**src/rtl/button_pulse_conditioner_pkg.sv**
```systemverilog
// Shared types and defaults for the button pulse conditioner.
//   btn_state_t      : per-channel debounce FSM state (2-bit encoding)
//   DEBOUNCE_DEFAULT : default number of stable cycles needed to accept a level
package btn_cond_pkg;

  typedef enum logic [1:0] {
    IDLE         = 2'd0,
    PRESS_WAIT   = 2'd1,
    HELD         = 2'd2,
    RELEASE_WAIT = 2'd3
  } btn_state_t;

  localparam int DEBOUNCE_DEFAULT = 16;

endpackage

```
**src/rtl/button_pulse_conditioner_if.sv**
```systemverilog
// Button/pulse bundle between the raw push buttons and the PWM duty stage.
//   increase_btn / decrease_btn             : raw asynchronous buttons, active-high
//   increase_duty_sync / decrease_duty_sync : one-cycle registered press pulses
//   btn_busy                                : either channel is not IDLE
// slave  : the conditioner side (consumes buttons, drives pulses)
// master : the driving side (drives buttons, consumes pulses)
interface button_pulse_conditioner_if;

  logic increase_btn;
  logic decrease_btn;
  logic increase_duty_sync;
  logic decrease_duty_sync;
  logic btn_busy;

  modport slave (
    input  increase_btn,
    input  decrease_btn,
    output increase_duty_sync,
    output decrease_duty_sync,
    output btn_busy
  );

  modport master (
    output increase_btn,
    output decrease_btn,
    input  increase_duty_sync,
    input  decrease_duty_sync,
    input  btn_busy
  );

endinterface

```
**src/rtl/button_pulse_conditioner_btn_debounce_ch.sv**
```systemverilog
// One button channel: 2-FF synchroniser, debounce FSM with counter, and a
// combinational pre-pulse asserted on the edge a press is accepted.
// Optional feature macro: BTN_AUTOREPEAT_EN (repeat pulses while held).
// Ports:
//   clk          : system clock, rising edge
//   rst_n        : asynchronous active-low reset
//   i_btn_raw    : raw asynchronous button level
//   o_pulse_pre  : high in the cycle whose edge accepts a press (or repeat)
//   o_busy       : registered, high whenever the FSM is not IDLE
module btn_debounce_ch
  import btn_cond_pkg::*;
#(
  parameter int DEBOUNCE_CYCLES = DEBOUNCE_DEFAULT,
  parameter int CNT_W           = 8
`ifdef BTN_AUTOREPEAT_EN
  ,
  parameter int HOLD_CYCLES     = 200,
  parameter int REPEAT_CYCLES   = 50
`endif
) (
  input  logic clk,
  input  logic rst_n,
  input  logic i_btn_raw,
  output logic o_pulse_pre,
  output logic o_busy
);

  localparam logic [CNT_W-1:0] DB_LAST = CNT_W'(DEBOUNCE_CYCLES - 1);
`ifdef BTN_AUTOREPEAT_EN
  localparam logic [CNT_W-1:0] HOLD_LAST = CNT_W'(HOLD_CYCLES - 1);
  localparam logic [CNT_W-1:0] REP_LAST  = CNT_W'(REPEAT_CYCLES - 1);
`endif

  logic             r_sync1;
  logic             r_sync2;
  btn_state_t       r_state;
  logic [CNT_W-1:0] r_cnt;
  logic             r_busy;
  btn_state_t       w_next_state;
  logic [CNT_W-1:0] w_next_cnt;
  logic             w_pulse_pre;
`ifdef BTN_AUTOREPEAT_EN
  // Set once the first (long) hold delay has elapsed; later repeats use
  // the shorter repeat interval.
  logic             r_rep;
  logic             w_next_rep;
`endif

  always_ff @(posedge clk or negedge rst_n) begin
    if (!rst_n) begin
      r_sync1 <= 1'b0;
      r_sync2 <= 1'b0;
      r_state <= IDLE;
      r_cnt   <= '0;
      r_busy  <= 1'b0;
`ifdef BTN_AUTOREPEAT_EN
      r_rep   <= 1'b0;
`endif
    end else begin
      r_sync1 <= i_btn_raw;
      r_sync2 <= r_sync1;
      r_state <= w_next_state;
      r_cnt   <= w_next_cnt;
      // Busy tracks the state register itself, so it updates on the same edge.
      r_busy  <= (w_next_state != IDLE);
`ifdef BTN_AUTOREPEAT_EN
      r_rep   <= w_next_rep;
`endif
    end
  end

  always_comb begin
    w_next_state = r_state;
    w_next_cnt   = r_cnt;
    w_pulse_pre  = 1'b0;
`ifdef BTN_AUTOREPEAT_EN
    w_next_rep   = r_rep;
`endif
    case (r_state)
      IDLE: begin
        if (r_sync2) begin
          w_next_state = PRESS_WAIT;
          w_next_cnt   = '0;
        end
      end
      PRESS_WAIT: begin
        if (!r_sync2) begin
          w_next_state = IDLE;
        end else if (r_cnt == DB_LAST) begin
          w_next_state = HELD;
          w_pulse_pre  = 1'b1;
          w_next_cnt   = '0;
`ifdef BTN_AUTOREPEAT_EN
          w_next_rep   = 1'b0;
`endif
        end else begin
          w_next_cnt = r_cnt + 1'b1;
        end
      end
      HELD: begin
        if (!r_sync2) begin
          w_next_state = RELEASE_WAIT;
          w_next_cnt   = '0;
        end
`ifdef BTN_AUTOREPEAT_EN
        else if (r_cnt == (r_rep ? REP_LAST : HOLD_LAST)) begin
          w_pulse_pre = 1'b1;
          w_next_cnt  = '0;
          w_next_rep  = 1'b1;
        end else begin
          w_next_cnt = r_cnt + 1'b1;
        end
`endif
      end
      RELEASE_WAIT: begin
        // A bounce back to 1 returns to HELD silently; only a fresh press pulses.
        if (r_sync2) begin
          w_next_state = HELD;
          w_next_cnt   = '0;
`ifdef BTN_AUTOREPEAT_EN
          w_next_rep   = 1'b0;
`endif
        end else if (r_cnt == DB_LAST) begin
          w_next_state = IDLE;
        end else begin
          w_next_cnt = r_cnt + 1'b1;
        end
      end
      default: begin
        w_next_state = IDLE;
        w_next_cnt   = '0;
      end
    endcase
  end

  assign o_pulse_pre = w_pulse_pre;
  assign o_busy      = r_busy;

endmodule

```
**src/rtl/button_pulse_conditioner.sv**
```systemverilog
// Front end for the PWM duty controller: turns the raw "duty up" and
// "duty down" buttons into clean one-cycle pulses, one per accepted press.
// Optional feature macro: BTN_AUTOREPEAT_EN (repeat pulses while held).
// Ports:
//   clk   : system clock, rising edge
//   rst_n : asynchronous active-low reset
//   bus   : button_pulse_conditioner_if.slave
//           (increase_btn, decrease_btn in; increase_duty_sync,
//            decrease_duty_sync, btn_busy out)
module button_pulse_conditioner
  import btn_cond_pkg::*;
#(
  parameter int DEBOUNCE_CYCLES = DEBOUNCE_DEFAULT,
  parameter int CNT_W           = 8,
  parameter int HOLD_CYCLES     = 200,
  parameter int REPEAT_CYCLES   = 50
) (
  input  logic                        clk,
  input  logic                        rst_n,
  button_pulse_conditioner_if.slave   bus
);

  localparam int MAX_CNT =
    (DEBOUNCE_CYCLES > HOLD_CYCLES)
      ? ((DEBOUNCE_CYCLES > REPEAT_CYCLES) ? DEBOUNCE_CYCLES : REPEAT_CYCLES)
      : ((HOLD_CYCLES > REPEAT_CYCLES) ? HOLD_CYCLES : REPEAT_CYCLES);

  generate
    if (DEBOUNCE_CYCLES < 2 || MAX_CNT > (1 << CNT_W)) begin : g_param_err
      $error("button_pulse_conditioner: DEBOUNCE_CYCLES < 2 or CNT_W too narrow");
    end
  endgenerate

  logic w_up_pre;
  logic w_dn_pre;
  logic w_up_busy;
  logic w_dn_busy;
  logic r_inc;
  logic r_dec;

  btn_debounce_ch #(
    .DEBOUNCE_CYCLES (DEBOUNCE_CYCLES),
    .CNT_W           (CNT_W)
`ifdef BTN_AUTOREPEAT_EN
    ,
    .HOLD_CYCLES     (HOLD_CYCLES),
    .REPEAT_CYCLES   (REPEAT_CYCLES)
`endif
  ) u_up (
    .clk         (clk),
    .rst_n       (rst_n),
    .i_btn_raw   (bus.increase_btn),
    .o_pulse_pre (w_up_pre),
    .o_busy      (w_up_busy)
  );

  btn_debounce_ch #(
    .DEBOUNCE_CYCLES (DEBOUNCE_CYCLES),
    .CNT_W           (CNT_W)
`ifdef BTN_AUTOREPEAT_EN
    ,
    .HOLD_CYCLES     (HOLD_CYCLES),
    .REPEAT_CYCLES   (REPEAT_CYCLES)
`endif
  ) u_dn (
    .clk         (clk),
    .rst_n       (rst_n),
    .i_btn_raw   (bus.decrease_btn),
    .o_pulse_pre (w_dn_pre),
    .o_busy      (w_dn_busy)
  );

  // Simultaneous up/down requests are ambiguous, so both are dropped.
  always_ff @(posedge clk or negedge rst_n) begin
    if (!rst_n) begin
      r_inc <= 1'b0;
      r_dec <= 1'b0;
    end else begin
      r_inc <= w_up_pre & ~w_dn_pre;
      r_dec <= w_dn_pre & ~w_up_pre;
    end
  end

  assign bus.increase_duty_sync = r_inc;
  assign bus.decrease_duty_sync = r_dec;
  assign bus.btn_busy           = w_up_busy | w_dn_busy;

endmodule

```
**src/flat_wrapper.sv**
```systemverilog
// flat-port wrapper written by rule: the top's interface ports become plain ports
module button_pulse_conditioner_flat import btn_cond_pkg::*;
#(
  parameter int DEBOUNCE_CYCLES = DEBOUNCE_DEFAULT,
  parameter int CNT_W           = 8,
  parameter int HOLD_CYCLES     = 200,
  parameter int REPEAT_CYCLES   = 50
)
  (clk, rst_n, bus_increase_btn, bus_decrease_btn, bus_increase_duty_sync, bus_decrease_duty_sync, bus_btn_busy);
  button_pulse_conditioner_if bus_i ();
  input  logic clk;
  input  logic rst_n;
  input wire logic [$bits(bus_i.increase_btn)-1:0] bus_increase_btn;
  input wire logic [$bits(bus_i.decrease_btn)-1:0] bus_decrease_btn;
  output wire logic [$bits(bus_i.increase_duty_sync)-1:0] bus_increase_duty_sync;
  output wire logic [$bits(bus_i.decrease_duty_sync)-1:0] bus_decrease_duty_sync;
  output wire logic [$bits(bus_i.btn_busy)-1:0] bus_btn_busy;
  assign bus_i.increase_btn = bus_increase_btn;
  assign bus_i.decrease_btn = bus_decrease_btn;
  assign bus_increase_duty_sync = bus_i.increase_duty_sync;
  assign bus_decrease_duty_sync = bus_i.decrease_duty_sync;
  assign bus_btn_busy = bus_i.btn_busy;
  button_pulse_conditioner #(.DEBOUNCE_CYCLES(DEBOUNCE_CYCLES), .CNT_W(CNT_W), .HOLD_CYCLES(HOLD_CYCLES), .REPEAT_CYCLES(REPEAT_CYCLES)) u_core (.clk(clk), .rst_n(rst_n), .bus(bus_i));
endmodule
```
**config.mk**
```make
export PLATFORM = sky130hd
export DESIGN_NAME = button_pulse_conditioner_flat
export DESIGN_NICKNAME = d
export VERILOG_FILES = /design/src/rtl/button_pulse_conditioner_pkg.sv /design/src/rtl/button_pulse_conditioner_if.sv /design/src/rtl/button_pulse_conditioner_btn_debounce_ch.sv /design/src/rtl/button_pulse_conditioner.sv /design/src/flat_wrapper.sv
export SDC_FILE = /design/constraint.sdc
export NUM_CORES = 1
export LEC_CHECK = 0
export ABC_AREA = 1
export CAP_MARGIN = 40
export CORE_MARGIN = 3
export CORE_UTILIZATION = 45
export DETAILED_ROUTE_END_ITERATION = 8
export PLACE_DENSITY = 0.59
export SLEW_MARGIN = 20
export SYNTH_ARGS = -nofsm -noshare
export SYNTH_HDL_FRONTEND = slang
export SYNTH_HIERARCHICAL = 1
export SYNTH_SLANG_ARGS = --single-unit
```
**constraint.sdc**
```tcl
create_clock -name clk -period 1.5 [get_ports clk]
set_clock_uncertainty 0.05 [all_clocks]
set_input_delay 0.3 -clock clk [delete_from_list [all_inputs] [get_ports clk]]
set_output_delay 0.3 -clock clk [all_outputs]
set_load 0.05 [all_outputs]
```
==> summary.md <==
| Metric | Value |
|---|---|
| WP buf/inv | `2` |
| Clk_lat worst skew | `280 ps` |
| Area delta synth->final | `30.5%` |
| Async SR Flop Fraction | `1.00` |
| Max stage delay cell, worst path | `dfrtp_1` |
| Hold slack | `308 ps` |
| CTS Buf Count | `3` |
| P per Cell Area | `~760 nW/µm²` |
| Ys flop type | `dfrtp_1` |
| Post-synthesis sequential area ratio | `0.418` |
| Switching Share | `0.251` |
| Area contributors post-synth | `dfrtp_1 42%, nand2_1 17%, nand3_1 13%, inv_1 6.3%, nor2_1 3.6%` |
| Placed wire-length estimate | `about 2800 µm` |
| CTS sink cnt | `28` |
| Cell type with the largest total area after synthesis | `dfrtp_1` |
| Setup crit start kind | `flop` |
| Largest net degree at the start of global routing | `29` |
| Core area | `roughly 3500 µm²` |
| Mapped cell area | `1680 µm²` |
| Yosys reg bits | `28` |
| Syn nets | `about 240` |
| GRT Total Usage | `0.191` |
| Antenna viol nets, final | `0` |
| Drt first pass iters | `4` |
| Syn Inst Count | `roughly 230` |
| Antenna diode count | `0` |
| WL final | `4010 µm` |
| Drc violations | `0` |
| Max_cap viols | `0` |
| Final Power | `1.67 mW` |
| Maximum VDD drop | `approximately 470 µV` |
| Clk root buf | `clkbuf_8` |
| Most numerous cell on the critical path | `nand2_1` |
| Die width | `67.0 µm` |
| Slew headroom | `0.745` |
| P_sw | `0.418 mW` |
| Rows | `21` |
| I/O Pins | `7` |
| Layout cells sized above 1 | `0.230` |
| DR vias/cell | `roughly 5.2` |
| Final nets | `between 200 and 300` |
| Worst-Margin Slew | `between 300 and 400 ps` |
| Crit path launch | `u_core/u_up/r_cnt[1]` |
| Drt wl/cell | `between 10 and 15 µm` |
| Reg clk slew, reported paths | `roughly 90 ps` |
| Internal | `approximately 1.3 mW` |
| Total negative slack | `0 ps` |
| Cell variety after synth | `19` |
| Status | `complete, no violations` |
| Clock power share | `0.357` |
| RSZ-0062 raised after global routing | `yes` |
| Synth Warn # | `6` |
| Crit Path Class | `reg -> reg` |
| Min Clock Period, post-route | `around 1500 ps` |
| Initial antenna violation count | `0` |
| Comb pwr share | `0.151` |
| Vias in the first global route | `1,530` |
| Die area | `between 4000 and 5000 µm²` |
| Reg-to-reg critical path startpoint | `u_core/u_up/r_cnt[1]` |
| Hold-fix buffers, CTS | `0` |
| Worst hold start | `u_core/u_up/r_sync1` |
| CP required | `between 1500 and 2000 ps` |
| Final worst-path cycle share | `0.995` |
| Kind of cell adding the most delay to the critical path | `simple AND/OR/NAND/NOR gates` |
| Maximum clock rate | `approximately 670 MHz` |
| DR vias | `1,574` |
| Final Hold Vio Count | `0` |
| Max-slew violation count | `0` |
| Avg Cell Area, Syn | `between 7 and 8 µm²` |
| Initial Utilization | `0.483` |
| Largest stage delay, worst path | `roughly 380 ps` |
| P_leak | `about 1.1 nW` |
| Routability Congestion | `0.876` |
| Worst hold path type | `reg -> reg` |
| Height of the chip | `around 67 µm` |
| Synth top area share | `0.418` |
| Sequential power share | `0.492` |
| Worst-path fanout max | `3` |
| Worst EP arrival | `roughly 1600 ps` |
| Initial DRC count | `~130` |
| Setup-failing EPs final | `0` |
| First-pass GRT wire length | `approximately 6500 µm` |
| Total grt overflow | `0` |
| Placed Cells | `291` |
| TritonCTS clock tree | `built` |
| Max Buffers Root-to-Sink | `2` |
| Kind of end point of the critical path | `flop` |
| EDFF count, synth | `0` |
| CTS HTree Levels | `1` |
| Port bufs | `6` |
| Most frequent cell after synthesis | `nand2_1` |
| Fin cells | `302` |
| Top cells by count, synth | `75 x nand2_1, 42 x nand3_1, 28 x dfrtp_1, 28 x inv_1, 16 x nor2_1` |
| Worst-path cell chain | `ha_2 > nand2_4 > nor2_2 > inv_1 > nand2_1 > inv_1 > nand3_1 > nand2_1 > nand2_1 > nand2_1` |
[routing by layer]
layer / part of all wire / track usage / wire length [µm] / vias to the layer above
li1: - / - / - / 796
met3: 0.023 / 0.0236 / 93 / 7
met2: 0.51 / 0.348 / 2050 / 26
met5: 0 / 0 / 0 / -
met1: 0.44 / 0.214 / 1780 / 745
met4: 0.020 / 0.0962 / 80 / 0
[cell usage in the layout, fill, tap and decap left out]
cell	count
xor2_2	2
nand3_4	1
clkdlybuf4s50_1	3
nand2_1	72
nand2_2	7
buf_4	12
nor2_2	4
ha_2	2
bufinv_16	1
buf_12	4
nor2_4	2
nand2_8	3
o21bai_1	2
clkinv_1	2
a211oi_1	2
nor2_1	12
nand3_2	4
buf_6	3
dfrtp_2	1
nand4_1	6
o21ai_0	4
dfrtp_1	27
nor3_2	1
o21ai_2	2
xnor2_1	2
clkbuf_8	3
inv_1	28
nand4_4	2
nand2_4	4
nor3_4	1
nand3_1	37
[final timing paths]
kind                                                to  slack [ps]  cells after the start
worst max register to register    u_core/u_up/r_cnt[4]           7                     10
worst min register to register     u_core/u_up/r_sync2         310                      0
worst min-delay path               u_core/u_up/r_sync2         310                      0
worst max-delay path              u_core/u_up/r_cnt[4]           7                     10
min in group asynchronous       u_core/u_dn/r_state[0]         340                      2
max in group asynchronous         u_core/u_dn/r_cnt[2]         900                      2
[kinds of logic (layout without fill, tap and decap cells)]
family,after synthesis,after routing,synth area share
AOI/OAI and AO/OA,10,10,0.0403
xor gates and xnor gates,4,4,0.0299
adders and majority gates,2,2,0.0149
buffers and inverters,30,56,0.0672
DFF,28,28,0.418
and+or+nand+nor,155,156,0.429
[power groups by stage]
stage	Combinational, mW	Clock, mW	Sequential [mW]
after floorplan	0.122	0	0.828
after global placement	0.206	0	0.830
after detailed placement	0.211	0	0.831
after CTS	0.212	0.611	0.816
after global routing	0.278	0.645	0.825
final	0.252	0.596	0.820
[flip-flops by register name, summed over array words and instances (netlist names), 2 cells and up]
signal	flops
u_core/u_dn/r_cnt	8
u_core/u_up/r_cnt	8
u_core/u_dn/r_state	2
u_core/u_up/r_state	2
[layout make-up]
| class | instances | area [µm²] |
|---|---|---|
| clock buffers | 3 | 41.3 |
| clock inverters | 1 | 30.0 |
| repair buffers | 22 | 234 |
| multi-input cells | 172 | 1010 |
| inverters | 30 | 113 |
| flip-flops and latches | 28 | 702 |
| fillers | 294 | 1280 |
| well taps | 46 | 57.6 |
[stage by stage]
step,setup slack [ps],utilization,cell area (µm²)
final,7.41,0.630,2190
after global routing,-101,0.630,2190
after CTS,11.2,0.573,1990
after detailed placement,-19.0,0.551,1910
after global placement,-28.8,0.551,1910
after floorplan,155,-,1680
[timing repair]
| item | 4_1_cts | 5_1_grt |
|---|---|---|
| gates cloned | 0 | 1 |
| endpoints found under the setup margin | 2 | 18 |
| pin swaps | 0 | 7 |
| gates resized for setup | 1 | 30 |
| setup buffers | 0 | 6 |
Power figures use the tool's default switching activity.
